===== config.mk =====
export PLATFORM = sky130hd
export DESIGN_NAME = mips_pipe_core
export DESIGN_NICKNAME = d
export VERILOG_FILES = /design/src/rtl/mips_pipe_core.sv
export SDC_FILE = /design/constraint.sdc
export NUM_CORES = 2
export LEC_CHECK = 0
export BUFFER_PORTS_ARGS = -buffer_cell sky130_fd_sc_hd__buf_4
export CORE_AREA = 2 2 396 398
export CTS_CLUSTER_SIZE = 16
export DETAILED_ROUTE_END_ITERATION = 10
export DIE_AREA = 0 0 398 400
export GPL_TIMING_DRIVEN = 0
export PLACE_DENSITY_LB_ADDON = 0.15
export SKIP_LAST_GASP = 1
export SYNTH_ARGS = -nofsm -noshare
export SYNTH_HDL_FRONTEND = slang
export SYNTH_SLANG_ARGS = --single-unit

===== constraint.sdc =====
create_clock -name clock -period 11.65 [get_ports clock]
set_input_delay 0.5825 -clock clock [delete_from_list [all_inputs] [get_ports clock]]
set_output_delay 0.5825 -clock clock [all_outputs]
set_load 0.05 [all_outputs]

===== src/rtl/mips_pipe_core.sv =====
`default_nettype none
// +--------------------------------------------------------------------------+
// | mips_pipe_core: 5-stage MIPS pipeline with switchable EX forwarding,     |
// | interlocks, branch/jump flush and a WB retire port.  Revision: 1.0        |
// +--------------------------------------------------------------------------+
module mips_pipe_core #(
  parameter logic [31:0] RESET_PC   = 32'h0000_0000,
  parameter int          FORWARDING = 1,
  parameter int          ADDR_W     = 32
) (
  input  logic              clock,
  input  logic              reset,
  output logic [ADDR_W-1:0] imem_addr,
  input  logic [31:0]       imem_rdata,
  output logic [ADDR_W-1:0] dmem_addr,
  output logic [31:0]       dmem_wdata,
  output logic              dmem_we,
  output logic              dmem_re,
  input  logic [31:0]       dmem_rdata,
  output logic              retire_valid,
  output logic [31:0]       retire_pc,
  output logic              retire_wen,
  output logic [4:0]        retire_waddr,
  output logic [31:0]       retire_wdata
);

  localparam logic [5:0] c_op_rtype = 6'h00;
  localparam logic [5:0] c_op_j     = 6'h02;
  localparam logic [5:0] c_op_beq   = 6'h04;
  localparam logic [5:0] c_op_addi  = 6'h08;
  localparam logic [5:0] c_op_lw    = 6'h23;
  localparam logic [5:0] c_op_sw    = 6'h2B;
  localparam logic [5:0] c_fn_add   = 6'h20;
  localparam logic [5:0] c_fn_sub   = 6'h22;
  localparam logic [5:0] c_fn_and   = 6'h24;
  localparam logic [5:0] c_fn_or    = 6'h25;
  localparam logic [5:0] c_fn_slt   = 6'h2A;
  localparam logic [2:0] c_alu_add  = 3'd0;
  localparam logic [2:0] c_alu_sub  = 3'd1;
  localparam logic [2:0] c_alu_and  = 3'd2;
  localparam logic [2:0] c_alu_or   = 3'd3;
  localparam logic [2:0] c_alu_slt  = 3'd4;

  logic [31:0] r_pc;
  logic        r_ifid_valid;
  logic [31:0] r_ifid_pc, r_ifid_instr;

  logic        r_idex_valid, r_idex_wen, r_idex_use_imm, r_idex_lw, r_idex_sw, r_idex_beq;
  logic [31:0] r_idex_pc, r_idex_a, r_idex_b, r_idex_imm;
  logic [4:0]  r_idex_rs, r_idex_rt, r_idex_dest;
  logic [2:0]  r_idex_alu;

  logic        r_exmem_valid, r_exmem_wen, r_exmem_lw, r_exmem_sw;
  logic [31:0] r_exmem_pc, r_exmem_alu, r_exmem_store;
  logic [4:0]  r_exmem_dest;

  logic        r_memwb_valid, r_memwb_wen;
  logic [31:0] r_memwb_pc, r_memwb_wdata;
  logic [4:0]  r_memwb_dest;

  logic [31:0] r_rf [32];

  // ---------------- ID: decode and register read ----------------
  logic [5:0]  w_op, w_funct;
  logic [4:0]  w_rs, w_rt, w_rd, w_shamt;
  logic [31:0] w_imm_sext;
  logic        w_dec_wen, w_dec_use_imm, w_dec_lw, w_dec_sw, w_dec_beq, w_dec_j;
  logic        w_use_rs, w_use_rt;
  logic [4:0]  w_dec_dest;
  logic [2:0]  w_dec_alu;

  assign w_op       = r_ifid_instr[31:26];
  assign w_rs       = r_ifid_instr[25:21];
  assign w_rt       = r_ifid_instr[20:16];
  assign w_rd       = r_ifid_instr[15:11];
  assign w_shamt    = r_ifid_instr[10:6];
  assign w_funct    = r_ifid_instr[5:0];
  assign w_imm_sext = {{16{r_ifid_instr[15]}}, r_ifid_instr[15:0]};

  always_comb begin
    w_dec_wen     = 1'b0;
    w_dec_dest    = 5'd0;
    w_dec_alu     = c_alu_add;
    w_dec_use_imm = 1'b0;
    w_dec_lw      = 1'b0;
    w_dec_sw      = 1'b0;
    w_dec_beq     = 1'b0;
    w_dec_j       = 1'b0;
    w_use_rs      = 1'b0;
    w_use_rt      = 1'b0;
    case (w_op)
      c_op_rtype: begin
        if (w_shamt == 5'd0) begin
          w_use_rs   = 1'b1;
          w_use_rt   = 1'b1;
          w_dec_wen  = 1'b1;
          w_dec_dest = w_rd;
          case (w_funct)
            c_fn_add: w_dec_alu = c_alu_add;
            c_fn_sub: w_dec_alu = c_alu_sub;
            c_fn_and: w_dec_alu = c_alu_and;
            c_fn_or:  w_dec_alu = c_alu_or;
            c_fn_slt: w_dec_alu = c_alu_slt;
            default: begin
              w_use_rs   = 1'b0;
              w_use_rt   = 1'b0;
              w_dec_wen  = 1'b0;
              w_dec_dest = 5'd0;
            end
          endcase
        end
      end
      c_op_addi: begin
        w_use_rs = 1'b1; w_dec_wen = 1'b1; w_dec_dest = w_rt; w_dec_use_imm = 1'b1;
      end
      c_op_lw: begin
        w_use_rs = 1'b1; w_dec_wen = 1'b1; w_dec_dest = w_rt; w_dec_use_imm = 1'b1;
        w_dec_lw = 1'b1;
      end
      c_op_sw: begin
        w_use_rs = 1'b1; w_use_rt = 1'b1; w_dec_use_imm = 1'b1; w_dec_sw = 1'b1;
      end
      c_op_beq: begin
        w_use_rs = 1'b1; w_use_rt = 1'b1; w_dec_beq = 1'b1;
      end
      c_op_j:  w_dec_j = 1'b1;
      default: w_dec_j = 1'b0;
    endcase
    // r0 destinations never write, so downstream logic only needs to test wen
    if (w_dec_dest == 5'd0) w_dec_wen = 1'b0;
  end

  logic        w_wb_write;
  logic [31:0] w_rs_val, w_rt_val;
  assign w_wb_write = r_memwb_valid & r_memwb_wen;

  always_comb begin
    w_rs_val = r_rf[w_rs];
    if (w_rs == 5'd0) w_rs_val = '0;
    else if (w_wb_write && (r_memwb_dest == w_rs)) w_rs_val = r_memwb_wdata;
    w_rt_val = r_rf[w_rt];
    if (w_rt == 5'd0) w_rt_val = '0;
    else if (w_wb_write && (r_memwb_dest == w_rt)) w_rt_val = r_memwb_wdata;
  end

  // PC+4 only carries into bit 28 when PC[27:2] is all ones
  logic [3:0]  w_j_hi;
  logic [31:0] w_j_target;
  logic        w_jump;
  assign w_j_hi     = r_ifid_pc[31:28] + {3'd0, &r_ifid_pc[27:2]};
  assign w_j_target = {w_j_hi, r_ifid_instr[25:0], 2'b00};
  assign w_jump     = r_ifid_valid & w_dec_j;

  // ---------------- Hazards and EX operand selection ----------------
  logic        w_stall;
  logic [31:0] w_ex_a, w_ex_b;

  generate
    if (FORWARDING != 0) begin : g_fwd
      assign w_stall = r_ifid_valid & r_idex_valid & r_idex_lw &
                       ((w_use_rs & (r_idex_rt == w_rs)) | (w_use_rt & (r_idex_rt == w_rt)));
      always_comb begin
        w_ex_a = r_idex_a;
        if (r_exmem_valid && r_exmem_wen && !r_exmem_lw && (r_exmem_dest == r_idex_rs))
          w_ex_a = r_exmem_alu;
        else if (w_wb_write && (r_memwb_dest == r_idex_rs))
          w_ex_a = r_memwb_wdata;
        w_ex_b = r_idex_b;
        if (r_exmem_valid && r_exmem_wen && !r_exmem_lw && (r_exmem_dest == r_idex_rt))
          w_ex_b = r_exmem_alu;
        else if (w_wb_write && (r_memwb_dest == r_idex_rt))
          w_ex_b = r_memwb_wdata;
      end
    end else begin : g_nofwd
      logic w_hz_ex, w_hz_mem;
      assign w_hz_ex  = r_idex_valid & r_idex_wen &
                        ((w_use_rs & (r_idex_dest == w_rs)) | (w_use_rt & (r_idex_dest == w_rt)));
      assign w_hz_mem = r_exmem_valid & r_exmem_wen &
                        ((w_use_rs & (r_exmem_dest == w_rs)) | (w_use_rt & (r_exmem_dest == w_rt)));
      assign w_stall  = r_ifid_valid & (w_hz_ex | w_hz_mem);
      assign w_ex_a   = r_idex_a;
      assign w_ex_b   = r_idex_b;
    end
  endgenerate

  // ---------------- EX ----------------
  logic [31:0] w_ex_opb, w_alu, w_br_target;
  logic        w_br_taken;
  assign w_ex_opb = r_idex_use_imm ? r_idex_imm : w_ex_b;

  always_comb begin
    case (r_idex_alu)
      c_alu_sub: w_alu = w_ex_a - w_ex_opb;
      c_alu_and: w_alu = w_ex_a & w_ex_opb;
      c_alu_or:  w_alu = w_ex_a | w_ex_opb;
      c_alu_slt: w_alu = {31'd0, ($signed(w_ex_a) < $signed(w_ex_opb))};
      default:   w_alu = w_ex_a + w_ex_opb;
    endcase
  end

  assign w_br_taken  = r_idex_valid & r_idex_beq & (w_ex_a == w_ex_b);
  assign w_br_target = r_idex_pc + 32'd4 + {r_idex_imm[29:0], 2'b00};

  logic [31:0] w_mem_wdata;
  assign w_mem_wdata = r_exmem_lw ? dmem_rdata : r_exmem_alu;

  // ---------------- Pipeline registers ----------------
  always_ff @(posedge clock) begin
    if (reset) begin
      r_pc          <= RESET_PC;
      r_ifid_valid  <= 1'b0;
      r_ifid_pc     <= '0;
      r_ifid_instr  <= '0;
      r_idex_valid  <= 1'b0;
      r_idex_wen    <= 1'b0;
      r_idex_use_imm <= 1'b0;
      r_idex_lw     <= 1'b0;
      r_idex_sw     <= 1'b0;
      r_idex_beq    <= 1'b0;
      r_idex_pc     <= '0;
      r_idex_a      <= '0;
      r_idex_b      <= '0;
      r_idex_imm    <= '0;
      r_idex_rs     <= '0;
      r_idex_rt     <= '0;
      r_idex_dest   <= '0;
      r_idex_alu    <= c_alu_add;
      r_exmem_valid <= 1'b0;
      r_exmem_wen   <= 1'b0;
      r_exmem_lw    <= 1'b0;
      r_exmem_sw    <= 1'b0;
      r_exmem_pc    <= '0;
      r_exmem_alu   <= '0;
      r_exmem_store <= '0;
      r_exmem_dest  <= '0;
      r_memwb_valid <= 1'b0;
      r_memwb_wen   <= 1'b0;
      r_memwb_pc    <= '0;
      r_memwb_wdata <= '0;
      r_memwb_dest  <= '0;
      for (int i = 0; i < 32; i++) r_rf[i] <= '0;
    end else begin
      // taken branch flush > interlock hold > jump redirect > sequential fetch
      if (w_br_taken) begin
        r_pc         <= w_br_target;
        r_ifid_valid <= 1'b0;
      end else if (w_stall) begin
        r_pc         <= r_pc;
      end else if (w_jump) begin
        r_pc         <= w_j_target;
        r_ifid_valid <= 1'b0;
      end else begin
        r_pc         <= r_pc + 32'd4;
        r_ifid_valid <= 1'b1;
        r_ifid_pc    <= r_pc;
        r_ifid_instr <= imem_rdata;
      end

      r_idex_valid   <= r_ifid_valid & ~w_br_taken & ~w_stall;
      r_idex_wen     <= w_dec_wen;
      r_idex_use_imm <= w_dec_use_imm;
      r_idex_lw      <= w_dec_lw;
      r_idex_sw      <= w_dec_sw;
      r_idex_beq     <= w_dec_beq;
      r_idex_pc      <= r_ifid_pc;
      r_idex_a       <= w_rs_val;
      r_idex_b       <= w_rt_val;
      r_idex_imm     <= w_imm_sext;
      r_idex_rs      <= w_rs;
      r_idex_rt      <= w_rt;
      r_idex_dest    <= w_dec_dest;
      r_idex_alu     <= w_dec_alu;

      r_exmem_valid  <= r_idex_valid;
      r_exmem_wen    <= r_idex_wen;
      r_exmem_lw     <= r_idex_lw;
      r_exmem_sw     <= r_idex_sw;
      r_exmem_pc     <= r_idex_pc;
      r_exmem_alu    <= w_alu;
      r_exmem_store  <= w_ex_b;
      r_exmem_dest   <= r_idex_dest;

      r_memwb_valid  <= r_exmem_valid;
      r_memwb_wen    <= r_exmem_wen;
      r_memwb_pc     <= r_exmem_pc;
      r_memwb_wdata  <= r_exmem_wen ? w_mem_wdata : '0;
      r_memwb_dest   <= r_exmem_dest;

      if (w_wb_write) r_rf[r_memwb_dest] <= r_memwb_wdata;
    end
  end

  assign imem_addr    = r_pc[ADDR_W-1:0];
  assign dmem_addr    = r_exmem_alu[ADDR_W-1:0];
  assign dmem_wdata   = r_exmem_store;
  assign dmem_we      = r_exmem_valid & r_exmem_sw;
  assign dmem_re      = r_exmem_valid & r_exmem_lw;
  assign retire_valid = r_memwb_valid;
  assign retire_pc    = r_memwb_pc;
  assign retire_wen   = r_memwb_valid & r_memwb_wen;
  assign retire_waddr = r_memwb_dest;
  assign retire_wdata = r_memwb_wdata;

endmodule
`default_nettype wire


==> metrics.md <==
| Metric | Value |
|---|---|
| Run status | `complete, but fails checks` |
| Violated checks | `max-capacitance violations, max-slew violations` |
| Area contributors post-synth | `edfxtp_1 40%, mux4_2 14%, dfxtp_1 11%` |
| Pre-CTS worst setup slack | `4290 ps` |
| Portion of the post-synthesis area used by sequential elements | `0.505` |
| Placement-stage cell area | `82,700 µm²` |
| Sw Share | `0.288` |
| Maximum capacitance violations | `17` |
| Syn Nets | `6,516` |
| Final total negative setup slack | `0 ps` |
| Detailed Routing Iterations Pass 1 | `6` |
| Switching power | `3.72 mW` |
| EDFF count, synth | `1,024` |
| DRC violation count after routing | `0` |
| Area growth from synthesis to layout | `14.6%` |
| Total Nets Final | `6,983` |
| Worst voltage drop across the vdd grid | `0.000133 V` |
| Starting density of the core | `0.497` |
| TritonCTS clock tree | `done` |
| Die width | `398 µm` |
| FF-to-FF End | `dmem_addr[30]` |
| Vias in the first global route | `57,000` |
| Post CTS Setup Buffer Count | `0` |
| Core region area | `155,000 µm²` |
| Hold Path Cell Cnt | `3` |
| Final count of pins violating max slew | `149` |
| Total number of yosys warnings | `0` |
| Synth Flop Type | `edfxtp_1` |
| Hold violation count in the final report | `0` |
| Layout cells sized above 1 | `0.177` |
| Routed wire per std cell | `38.8 µm` |
| Final setup viols | `0` |
| Transition time at the pin with the least slew margin | `1750 ps` |
| Netlist cell types | `85` |
| Half-perimeter wire length after placement | `258 mm` |
| WP data required | `12,370 ps` |
| Number of resized instances in the post-cts repair step | `0` |
| Routability cong. | `1.07` |
| Static leakage power | `32.5 nW` |
| Maximum frequency from static timing analysis | `131 MHz` |
| Part of the cycle the worst path needs | `0.654` |
| Cell types with the highest counts after synthesis | `1,029 x and2_1, 1,024 x edfxtp_1, 490 x mux4_2` |
| Via-to-Cell Ratio | `6.65` |
| Worst clock skew | `49.1 ps` |
| Antenna violations before repair | `30` |
| Synthesized flop and latch total | `1,433` |
| Total power per unit cell area | `146 nW/µm²` |
| Slew HR | `-0.169` |
| Fraction of registers with async set or reset after synthesis | `0` |
| Internal power | `9.18 mW` |
| Arrival time of the worst setup path | `8340 ps` |
| Biggest fanout along the worst timing path | `10` |
| Sequential cell fraction of total power | `0.447` |
| Crit end category | `register` |
| Total vias in the final route | `59,720` |
| Clock power share | `0.404` |
| Global-route wire length before repair | `466 mm` |
| Area of combinational cells with multiple inputs | `35,400 µm²` |
| Number of nets with antenna violations after detailed routing | `0` |
| Most instantiated library cell after synthesis | `and2_1` |
| Sum of internal, switching and leakage power | `12.9 mW` |
| Per-instance average area after synthesis | `12.3 µm²` |
| Class of the most critical hold timing path | `input pin to register` |
| Total of buffers placed on input and output ports | `233` |
| Final core occ | `0.570` |
| Final instance area | `88,400 µm²` |
| Minimum clock period after layout | `7620 ps` |
| Count of fill cells added during filler insertion | `13,022` |
| Destination of the worst hold path | `r_ifid_instr[13]` |
| Number of buffers created by CTS | `160` |
| I/O Pins | `235` |
| Gate power share | `0.149` |
| Crit start category | `register` |
| Cell type with the largest total area after synthesis | `edfxtp_1` |
| Placed Cells | `8,621` |
| Pin count of the biggest net entering global routing | `24` |
| Start-to-end type of the worst setup path | `register to register` |
| Total die area | `159,000 µm²` |
| Setup repair after global routing missed its margin | `false` |
| Clock Path Buffers | `3` |
| Portion of synthesized cell area occupied by the leading cell type | `0.399` |
| Combined area of all synthesized cells | `77,100 µm²` |
| WL final | `348 mm` |
| Die outline height | `400 µm` |
| Remaining Overflow, GRT | `0` |
| Total area of sequential cells | `38,900 µm²` |
| FF-to-FF setup slack | `4030 ps` |
| Global-route usage over all layers | `0.433` |
| Skew-Pair Late Insertion Delay | `870 ps` |
| Reg clk slew, reported paths | `70 ps` |
| H-tree level count | `4` |
| Worst min-delay path startpoint | `imem_rdata[13]` |
| Count of hold buffers inserted by post-cts repair | `30` |
| Buffer cell driving the clock tree root | `clkbuf_16` |
| Count of mapped cells out of synthesis | `6,291` |
| Number of cells on the worst reg-to-reg path | `23` |
| Sinks on Clock Net | `1,433` |
| R2r startpoint | `retire_waddr[0]` |
| Worst Hold Margin | `26.4 ps` |
| Final worst setup slack | `4030 ps` |
| Core Rows | `145` |
| Number of DRC violations after detailed-routing iteration 0 | `8,267` |
| Post-route insts no fill | `8,975` |
==> layout by cell type (no fill, tap or decap), types with 29 or more instances in the layout <==
cell type / instances
and2_1: 1029
edfxtp_1: 1024
mux4_2: 490
clkbuf_1: 478
dfxtp_1: 409
nor2_1: 336
mux2i_1: 263
buf_4: 243
a21oi_1: 240
o21ai_0: 213
nand2_1: 200
inv_1: 174
clkbuf_16: 160
ha_1: 156
nor2b_1: 147
a211oi_1: 84
o22ai_1: 78
xnor2_1: 70
buf_2: 63
o41ai_1: 61
mux2_2: 53
a221oi_1: 49
nand3_1: 48
buf_1: 48
o211ai_1: 47
xor2_1: 44
nand2b_1: 43
o221ai_1: 40
nor3_1: 39
a221o_1: 39
clkbuf_2: 37
o21ai_4: 32
dlygate4sd3_1: 30
diode_2: 29
==> cells by family after synthesis <==
| family | share of synthesized area |
|---|---|
| and+or+nand+nor | 0.142 |
| DFF | 0.505 |
| AOI/OAI and AO/OA | 0.0884 |
| muxes | 0.185 |
| buffers and inverters | 0.0405 |
| adders and majority gates | 0.0261 |
| xor gates and xnor gates | 0.0130 |
==> flip-flops by register name (all words and copies together), names as in the netlist, 3 cells and up <==
name,flops
r_rf,1024
dmem_addr,32
dmem_wdata,32
imem_addr,32
r_exmem_pc,32
r_idex_a,32
r_idex_b,32
r_idex_pc,32
r_ifid_instr,32
r_ifid_pc,32
retire_pc,32
retire_wdata,32
r_idex_imm,16
r_exmem_dest,5
r_idex_dest,5
r_idex_rs,5
r_idex_rt,5
retire_waddr,5
r_idex_alu,3
==> metal layers <==
metal,up-vias,global-route usage,share of wire
li1,24328,-,-
met1,30110,0.524,0.36
met2,4270,0.637,0.43
met3,988,0.152,0.12
met4,24,0.329,0.089
met5,-,0,0.00045
==> worst max path at each step <==
stage | start | endpoint | slack [ps] | depth (start not counted)
after floorplan | retire_valid | dmem_addr[30] | 6230 | 23
after global placement | reset | r_rf[21][24] | 3570 | 5
after detailed placement | retire_waddr[0] | dmem_addr[30] | 4290 | 23
after CTS | r_idex_rt[0] | dmem_addr[30] | 4310 | 23
after global routing | retire_waddr[0] | dmem_addr[30] | 3700 | 23
final | retire_waddr[0] | dmem_addr[30] | 4030 | 23
==> cell type report <==
cell class | instances | share of cell area
Tap cell | 2058 | 0.0291
Multi-Input combinational cell | 4073 | 0.401
Clock inverter | 84 | 0.0111
Clock buffer | 208 | 0.0489
Timing Repair Buffer | 305 | 0.0330
Sequential cell | 1433 | 0.441
Inverter | 175 | 0.00743
Buffer | 610 | 0.0284
Antenna cell | 29 | 0.000821
==> power by group through the flow <==
stage                     Clock [mW]  Sequential [mW]  Combinational [mW]
after floorplan                    0             5.89               0.963
after global routing            5.37             5.78                1.94
after CTS                       5.19             5.76                1.84
after detailed placement           0             5.87                1.82
final                           5.21             5.77                1.92
after global placement             0             5.89                1.78
==> worst max-delay path, stage by stage (launching register included) <==
cell,delay (ps)
dfxtp_1,420
buf_2,290
xnor2_1,150
nand4_1,170
nor2_1,500
clkbuf_1,520
nand2_1,120
nand3_1,110
o21ai_1,230
o21ai_0,500
ha_1,300
fa_1,250
o21bai_1,150
a2111oi_1,830
o211ai_1,260
nand2_1,200
o21ai_1,130
a221oi_1,700
o41ai_1,270
a221oi_1,570
o21ai_1,280
xnor2_1,190
a221oi_1,290
nor2_1,60
Power figures use the tool's default switching activity.
